--- src/rtl/pipe_pkg.sv ---
// Shared constants and fetch FSM state type for the pipeline front end.
// Optional feature macro: PC_TRAP_EN (adds the TRAP state for odd redirect targets).
package pipe_pkg;

    localparam int unsigned DefaultN = 16;
    localparam logic [15:0] NOP      = 16'h0000;
    localparam logic [15:0] TRAP_VEC = 16'h00F0;

`ifdef PC_TRAP_EN
    typedef enum logic [1:0] {
        StBoot,
        StRun,
        StTrap
    } fetch_state_e;
`else
    typedef enum logic {
        StBoot,
        StRun
    } fetch_state_e;
`endif

endpackage

--- src/rtl/pc_fetch_stage_if.sv ---
// Fetch-stage bus: pipeline control, instruction memory and IF/ID outputs.
// master drives control and memory data; slave is the fetch stage. PC_TRAP_EN adds trap.
interface pc_fetch_stage_if #(
    parameter int unsigned N = pipe_pkg::DefaultN
);
    logic         stall;
    logic         flush;
    logic         redirect;
    logic [N-1:0] redirect_pc;
    logic [N-1:0] instr_in;
    logic [N-1:0] pc;
    logic         if_id_valid;
    logic [N-1:0] if_id_instr;
    logic [N-1:0] if_id_pc;
    logic [N-1:0] if_id_pc_plus2;
`ifdef PC_TRAP_EN
    logic         trap;

    modport master (
        output stall, flush, redirect, redirect_pc, instr_in,
        input  pc, if_id_valid, if_id_instr, if_id_pc, if_id_pc_plus2, trap
    );

    modport slave (
        input  stall, flush, redirect, redirect_pc, instr_in,
        output pc, if_id_valid, if_id_instr, if_id_pc, if_id_pc_plus2, trap
    );
`else
    modport master (
        output stall, flush, redirect, redirect_pc, instr_in,
        input  pc, if_id_valid, if_id_instr, if_id_pc, if_id_pc_plus2
    );

    modport slave (
        input  stall, flush, redirect, redirect_pc, instr_in,
        output pc, if_id_valid, if_id_instr, if_id_pc, if_id_pc_plus2
    );
`endif
endinterface

--- src/rtl/pc_fetch_stage_if_id_reg.sv ---
// IF/ID pipeline register with clear (wins), load and implicit hold.
// Clear only kills valid/instr; the address fields keep their last value.
module if_id_reg
    import pipe_pkg::*;
#(
    parameter int unsigned N = DefaultN
) (
    input  logic         clk,
    input  logic         reset_n,
    input  logic         load,
    input  logic         clear,
    input  logic [N-1:0] instr_d,
    input  logic [N-1:0] pc_d,
    input  logic [N-1:0] pc_plus2_d,
    output logic         valid,
    output logic [N-1:0] instr,
    output logic [N-1:0] pc,
    output logic [N-1:0] pc_plus2
);

    logic         valid_q;
    logic [N-1:0] instr_q;
    logic [N-1:0] pc_q;
    logic [N-1:0] pc_plus2_q;

    always_ff @(posedge clk or negedge reset_n) begin
        if (!reset_n) begin
            valid_q    <= 1'b0;
            instr_q    <= N'(NOP);
            pc_q       <= '0;
            pc_plus2_q <= '0;
        end else if (clear) begin
            valid_q <= 1'b0;
            instr_q <= N'(NOP);
        end else if (load) begin
            valid_q    <= 1'b1;
            instr_q    <= instr_d;
            pc_q       <= pc_d;
            pc_plus2_q <= pc_plus2_d;
        end
    end

    assign valid    = valid_q;
    assign instr    = instr_q;
    assign pc       = pc_q;
    assign pc_plus2 = pc_plus2_q;

endmodule

--- src/rtl/pc_fetch_stage.sv ---
// Program counter and IF/ID register for a 16-bit-instruction pipeline.
// Optional macro PC_TRAP_EN: odd redirect targets trap to TRAP_VEC instead of being aligned.
module pc_fetch_stage
    import pipe_pkg::*;
#(
    parameter int unsigned  N        = DefaultN,
    parameter logic [N-1:0] RESET_PC = '0
) (
    input logic             clk,
    input logic             reset_n,
    pc_fetch_stage_if.slave bus
);

    fetch_state_e state_q;
    logic [N-1:0] pc_q;
    logic [N-1:0] pc_plus2;
    logic [N-1:0] target;
    logic         ifid_load;
    logic         ifid_clear;

    assign pc_plus2 = pc_q + N'(2);

`ifdef PC_TRAP_EN
    logic trap_q;
    logic misaligned;

    assign target     = bus.redirect_pc;
    assign misaligned = bus.redirect_pc[0];
    assign bus.trap   = trap_q;
`else
    // Without trapping, odd targets are silently aligned down.
    assign target = bus.redirect_pc & ~N'(1);
`endif

    // IF/ID only moves in RUN; BOOT and TRAP leave it cleared from the prior event.
    always_comb begin
        ifid_load  = 1'b0;
        ifid_clear = 1'b0;
        if (state_q == StRun) begin
            if (bus.redirect || bus.flush) begin
                ifid_clear = 1'b1;
            end else if (!bus.stall) begin
                ifid_load = 1'b1;
            end
        end
    end

    always_ff @(posedge clk or negedge reset_n) begin
        if (!reset_n) begin
            state_q <= StBoot;
            pc_q    <= RESET_PC;
`ifdef PC_TRAP_EN
            trap_q  <= 1'b0;
`endif
        end else begin
`ifdef PC_TRAP_EN
            trap_q <= 1'b0;
`endif
            case (state_q)
                StBoot: state_q <= StRun;
                StRun: begin
                    if (bus.redirect) begin
`ifdef PC_TRAP_EN
                        if (misaligned) begin
                            state_q <= StTrap;
                            pc_q    <= N'(TRAP_VEC);
                            trap_q  <= 1'b1;
                        end else begin
                            pc_q <= target;
                        end
`else
                        pc_q <= target;
`endif
                    end else if (!bus.stall) begin
                        // Covers both advance and flush-without-stall.
                        pc_q <= pc_plus2;
                    end
                end
`ifdef PC_TRAP_EN
                StTrap: state_q <= StRun;
`endif
                default: state_q <= StBoot;
            endcase
        end
    end

    assign bus.pc = pc_q;

    if_id_reg #(
        .N(N)
    ) u_if_id_reg (
        .clk        (clk),
        .reset_n    (reset_n),
        .load       (ifid_load),
        .clear      (ifid_clear),
        .instr_d    (bus.instr_in),
        .pc_d       (pc_q),
        .pc_plus2_d (pc_plus2),
        .valid      (bus.if_id_valid),
        .instr      (bus.if_id_instr),
        .pc         (bus.if_id_pc),
        .pc_plus2   (bus.if_id_pc_plus2)
    );

endmodule

--- src/flat_wrapper.sv ---
// flat-port wrapper written by rule: the top's interface ports become plain ports
module pc_fetch_stage_flat import pipe_pkg::*;
#(
    parameter int unsigned  N        = DefaultN,
    parameter logic [N-1:0] RESET_PC = '0
)
  (clk, reset_n, bus_stall, bus_flush, bus_redirect, bus_redirect_pc, bus_instr_in, bus_pc, bus_if_id_valid, bus_if_id_instr, bus_if_id_pc, bus_if_id_pc_plus2);
  pc_fetch_stage_if #(.N(N)) bus_i ();
  input logic clk;
  input logic reset_n;
  input wire logic [$bits(bus_i.stall)-1:0] bus_stall;
  input wire logic [$bits(bus_i.flush)-1:0] bus_flush;
  input wire logic [$bits(bus_i.redirect)-1:0] bus_redirect;
  input wire logic [$bits(bus_i.redirect_pc)-1:0] bus_redirect_pc;
  input wire logic [$bits(bus_i.instr_in)-1:0] bus_instr_in;
  output wire logic [$bits(bus_i.pc)-1:0] bus_pc;
  output wire logic [$bits(bus_i.if_id_valid)-1:0] bus_if_id_valid;
  output wire logic [$bits(bus_i.if_id_instr)-1:0] bus_if_id_instr;
  output wire logic [$bits(bus_i.if_id_pc)-1:0] bus_if_id_pc;
  output wire logic [$bits(bus_i.if_id_pc_plus2)-1:0] bus_if_id_pc_plus2;
  assign bus_i.stall = bus_stall;
  assign bus_i.flush = bus_flush;
  assign bus_i.redirect = bus_redirect;
  assign bus_i.redirect_pc = bus_redirect_pc;
  assign bus_i.instr_in = bus_instr_in;
  assign bus_pc = bus_i.pc;
  assign bus_if_id_valid = bus_i.if_id_valid;
  assign bus_if_id_instr = bus_i.if_id_instr;
  assign bus_if_id_pc = bus_i.if_id_pc;
  assign bus_if_id_pc_plus2 = bus_i.if_id_pc_plus2;
  pc_fetch_stage #(.N(N), .RESET_PC(RESET_PC)) u_core (.clk(clk), .reset_n(reset_n), .bus(bus_i));
endmodule
--- config.mk ---
export PLATFORM = sky130hd
export DESIGN_NAME = pc_fetch_stage_flat
export DESIGN_NICKNAME = d
export VERILOG_FILES = /design/src/rtl/pipe_pkg.sv /design/src/rtl/pc_fetch_stage_if.sv /design/src/rtl/pc_fetch_stage_if_id_reg.sv /design/src/rtl/pc_fetch_stage.sv /design/src/flat_wrapper.sv
export SDC_FILE = /design/constraint.sdc
export NUM_CORES = 1
export LEC_CHECK = 0
export BUFFER_PORTS_ARGS = -buffer_cell sky130_fd_sc_hd__buf_2
export CORE_MARGIN = 1.5
export CORE_UTILIZATION = 45
export DETAILED_ROUTE_END_ITERATION = 6
export MAX_ROUTING_LAYER = met4
export PLACE_DENSITY = 0.77
export SLEW_MARGIN = 5
export SYNTH_ARGS = -nofsm -noshare
export SYNTH_HDL_FRONTEND = slang
export SYNTH_SLANG_ARGS = --single-unit
--- constraint.sdc ---
create_clock -name clk -period 1.65 [get_ports clk]
set_input_delay 0.0825 -clock clk [delete_from_list [all_inputs] [get_ports clk]]
set_output_delay 0.0825 -clock clk [all_outputs]
set_load 0.01 [all_outputs]
==> impl_summary.log <==
[metrics] worst-path fanout max: 6
[metrics] layout cells sized above 1: 0.326
[metrics] number of nets in the layout: between 400 and 500
[metrics] cell at the slowest stage of the critical path: dfrtp_1
[metrics] path category of the worst min-delay check: input port to register
[metrics] met2 GRT Util: 0.365
[metrics] worst-margin pin slew: around 0.58 ns
[metrics] largest net degree at the start of global routing: 64
[metrics] post-route clock period utilization: 0.934
[metrics] routed vias/inst: 5.33
[metrics] largest stage delay on the critical path: around 0.36 ns
[metrics] TritonCTS clock tree: done
[metrics] drt initial violations: 167
[metrics] Clock Latency Late Sink: ~0.34 ns
[metrics] clock buffer count from CTS: 9
[metrics] number of design rule violations left after detail routing: 0
[metrics] category of cells accounting for the largest share of critical-path delay: simple AND/OR/NAND/NOR gates
[metrics] synthesis-stage register bit count: 63
[metrics] part of the Yosys area used for sequential elements: 0.535
[metrics] core utilization of the finished layout: 0.618
[metrics] TritonCTS sink count: 63
[metrics] kind of capture point of the worst setup path: register
[metrics] Rel. slew slack: 0.613
[metrics] count of different cell masters after synthesis: 42
[metrics] setup repair after global routing missed its margin: false
[metrics] Crit path arrival time: roughly 1.8 ns
[metrics] met3 track utilization from global routing: 0.0544
[metrics] met1 Usage GRT: 0.305
[metrics] total detailed-routing wirelength: 7590 microns
[metrics] number of rows in the core area: 29
[metrics] Critical Path RT: 1.88 ns
[metrics] synthesized netlist cell count: 303
[metrics] post-detailed-placement half-perimeter wirelength: between 5000 and 6000 microns
[metrics] final slew viol count: 0
[metrics] cell area power density: around 1100 mW/mm^2
[metrics] Via Count: about 2700
[metrics] kind of launch point of the worst setup path: register
[metrics] highest clock frequency the design can meet: between 600 and 700 MHz
[metrics] clock slew at reported path FFs: around 0.070 ns
[metrics] final std cells w/o fill: about 500
[metrics] DR pass1 iterations: 5
[metrics] die outline width: roughly 84 microns
[metrics] shortest period the worst path allows: around 1.5 ns
[metrics] antenna fix cells: 0
[metrics] run status: finished, final reports clean
[metrics] first-pass GRT wire length: 12600 microns
[metrics] Final Hold Slack: 0.0229 ns
[metrics] Initial Utilization: 0.464
[metrics] cell-by-cell trace of the critical path: ha_1 > and3_1 > and3_1 > o21ai_0 > o2bb2ai_1
[metrics] total die area: roughly 0.0070 sq mm
[metrics] cell area after synthesis: approximately 0.0029 sq mm
[metrics] number of H-tree levels: 3
[metrics] Worst Path Class, Setup: register to register
[metrics] area delta synth->final: 33.4%
[metrics] number of buffer cells added on primary ports: 97
[metrics] GRT Max-Usage Layer: met2
[metrics] average size of a mapped cell: 9.72 sq um
[metrics] Cell Count Post-Placement: between 400 and 500
[metrics] Max Cap Viol: 0
[metrics] VDD IR max: ~0.74 mV
[metrics] worst path setup slack after routing: ~0.11 ns
[metrics] global route total overflow: 0
[metrics] count of pins on the block boundary: around 100
[metrics] drt wl/cell: around 15 microns
[metrics] initial antenna violation count: 0
[metrics] number of warning messages in the yosys log: 0
[metrics] overall global routing resource usage: 0.235
[metrics] routability congestion estimate from global placement: around 0.89
[metrics] Die Height: ~84 microns
[metrics] final worst clock skew: around 0.0076 ns
[metrics] maximum buffer depth of the clock tree: 2
[metrics] number of global-route vias before repair: between 2000 and 3000
[metrics] standard cell core area: around 0.0063 sq mm
[metrics] cell chosen for the clock root: clkbuf_8
[metrics] count of endpoints failing setup in the final report: 0
[metrics] setup slack at placement: about 0.13 ns
[metrics] final hold violation count: 0
[metrics] most prevalent standard cell on the critical path: and3_1
[metrics] remaining antenna violation count: 0
[metrics] setup TNS: 0 ns
[metrics] Bufs and invs on worst path: 0
[metrics] static power due to leakage: about 2.0 nW
==> state kept, by name (all words and copies together), names as in the netlist <==
signal and count:
u_core.u_if_id_reg.instr 16, u_core.bus.pc 15, u_core.u_if_id_reg.pc 15, u_core.u_if_id_reg.pc_plus2 15
u_core.state_q 1, u_core.u_if_id_reg.valid 1
==> report_power, final <==
part,switching (mW),total [mW],internal (mW),leakage [nW]
clock,0.607,1.34,0.736,0.0916
combinational,0.611,1.11,0.496,1.10
sequential,0.175,1.98,1.80,0.804
total,1.39,4.43,3.04,2.00
==> layout make-up <==
cell class              instances  area (sq um)
repair buffers                136           833
fillers                       528          2420
inverters                       3          11.3
clock inverters                 5          57.6
clock buffers                  11           141
well taps                      77          96.3
multi-input cells             209          1210
flip-flops and latches         63          1580
==> worst paths after layout <==
path	from	end	slack (ns)	depth (start not counted)
max in group asynchronous	reset_n	u_core.bus.pc[3]	1.08	3
hold / removal	bus_redirect_pc[2]	u_core.bus.pc[2]	0.02	3
setup / recovery	u_core.bus.pc[1]	u_core.bus.pc[7]	0.11	5
hold reg to reg	u_core.u_if_id_reg.pc[11]	u_core.u_if_id_reg.pc[11]	0.47	2
setup reg to reg	u_core.bus.pc[1]	u_core.bus.pc[7]	0.11	5
min in group asynchronous	reset_n	u_core.u_if_id_reg.pc[9]	0.28	3
==> per-stage QoR <==
stage                     total power, mW  cell area [sq um]
after floorplan                      2.58               2950
final                                4.43               3930
after detailed placement             3.08               3560
after global routing                 4.69               3930
after CTS                            4.46               3930
after global placement               3.04               3560
==> worst min-delay path, stage by stage <==
cell and delay, ns:
buf_2 0.08, mux2i_1 0.05, o21ai_1 0.11
==> layer usage <==
| layer | vias to the layer above | wire [microns] |
|---|---|---|
| li1 | 1296 | - |
| met1 | 1276 | 3370 |
| met2 | 101 | 3680 |
| met3 | 11 | 431 |
| met4 | 0 | 109 |
| met5 | - | 0 |
==> cell usage in the layout (no fill, tap or decap), types with 7 or more instances in the layout <==
cell type      netlist  routed
a21oi_1              7       7
a22o_1              16      16
buf_2               13      97
buf_4                5      21
clkbuf_8             0      10
dfrtp_1             63      62
dlygate4sd3_1        0      17
nand2_1             67      67
nand3_1              9       9
nor2_1               8       8
o21ai_0             18      18
o21ai_1             13      13
==> timing repair <==
item / CTS / global route
buffers inserted: 0 / 0
hold endpoints to repair: 79 / 0
setup endpoints to repair: 0 / 1
resized for setup: 0 / 1
hold buffers: 17 / 0
==> synth_stat cells, drive strengths merged <==
cell type | number | area, sq um
and3 | 5 | 36.3
a22oi | 1 | 7.51
nor4 | 2 | 12.5
mux2i | 2 | 20.0
and2 | 1 | 6.26
or3b | 1 | 8.76
nand4b | 2 | 17.5
inv | 3 | 11.3
buf | 20 | 118
a21o | 1 | 7.51
nor2 | 9 | 36.3
a21oi | 7 | 35.0
o21ai | 31 | 155
a211oi | 4 | 30.0
nor3b | 1 | 7.51
xor2 | 6 | 52.6
and4 | 6 | 52.6
a311oi | 5 | 43.8
xnor2 | 6 | 52.6
a2bb2oi | 1 | 8.76
a32oi | 1 | 8.76
a211o | 1 | 8.76
dfrtp | 63 | 1580
o2bb2ai | 4 | 35.0
nand4 | 4 | 31.3
ha | 1 | 12.5
nand3 | 9 | 45.0
a21boi | 1 | 7.51
nand2 | 67 | 251
clkbuf | 10 | 37.5
conb | 2 | 7.51
a22o | 16 | 140
nor3 | 5 | 25.0
nand3b | 5 | 37.5
==> cells by family after synthesis <==
group,count (synthesis),share of synthesized area
simple gates,117,0.193
compound gates,73,0.166
flops,63,0.535
buf+inv,33,0.0565
xor+xnor,12,0.0357
other cells,2,0.00255
mux,2,0.00680
fa+ha+maj,1,0.00425
No activity file was read; power rests on OpenSTA's default activity.
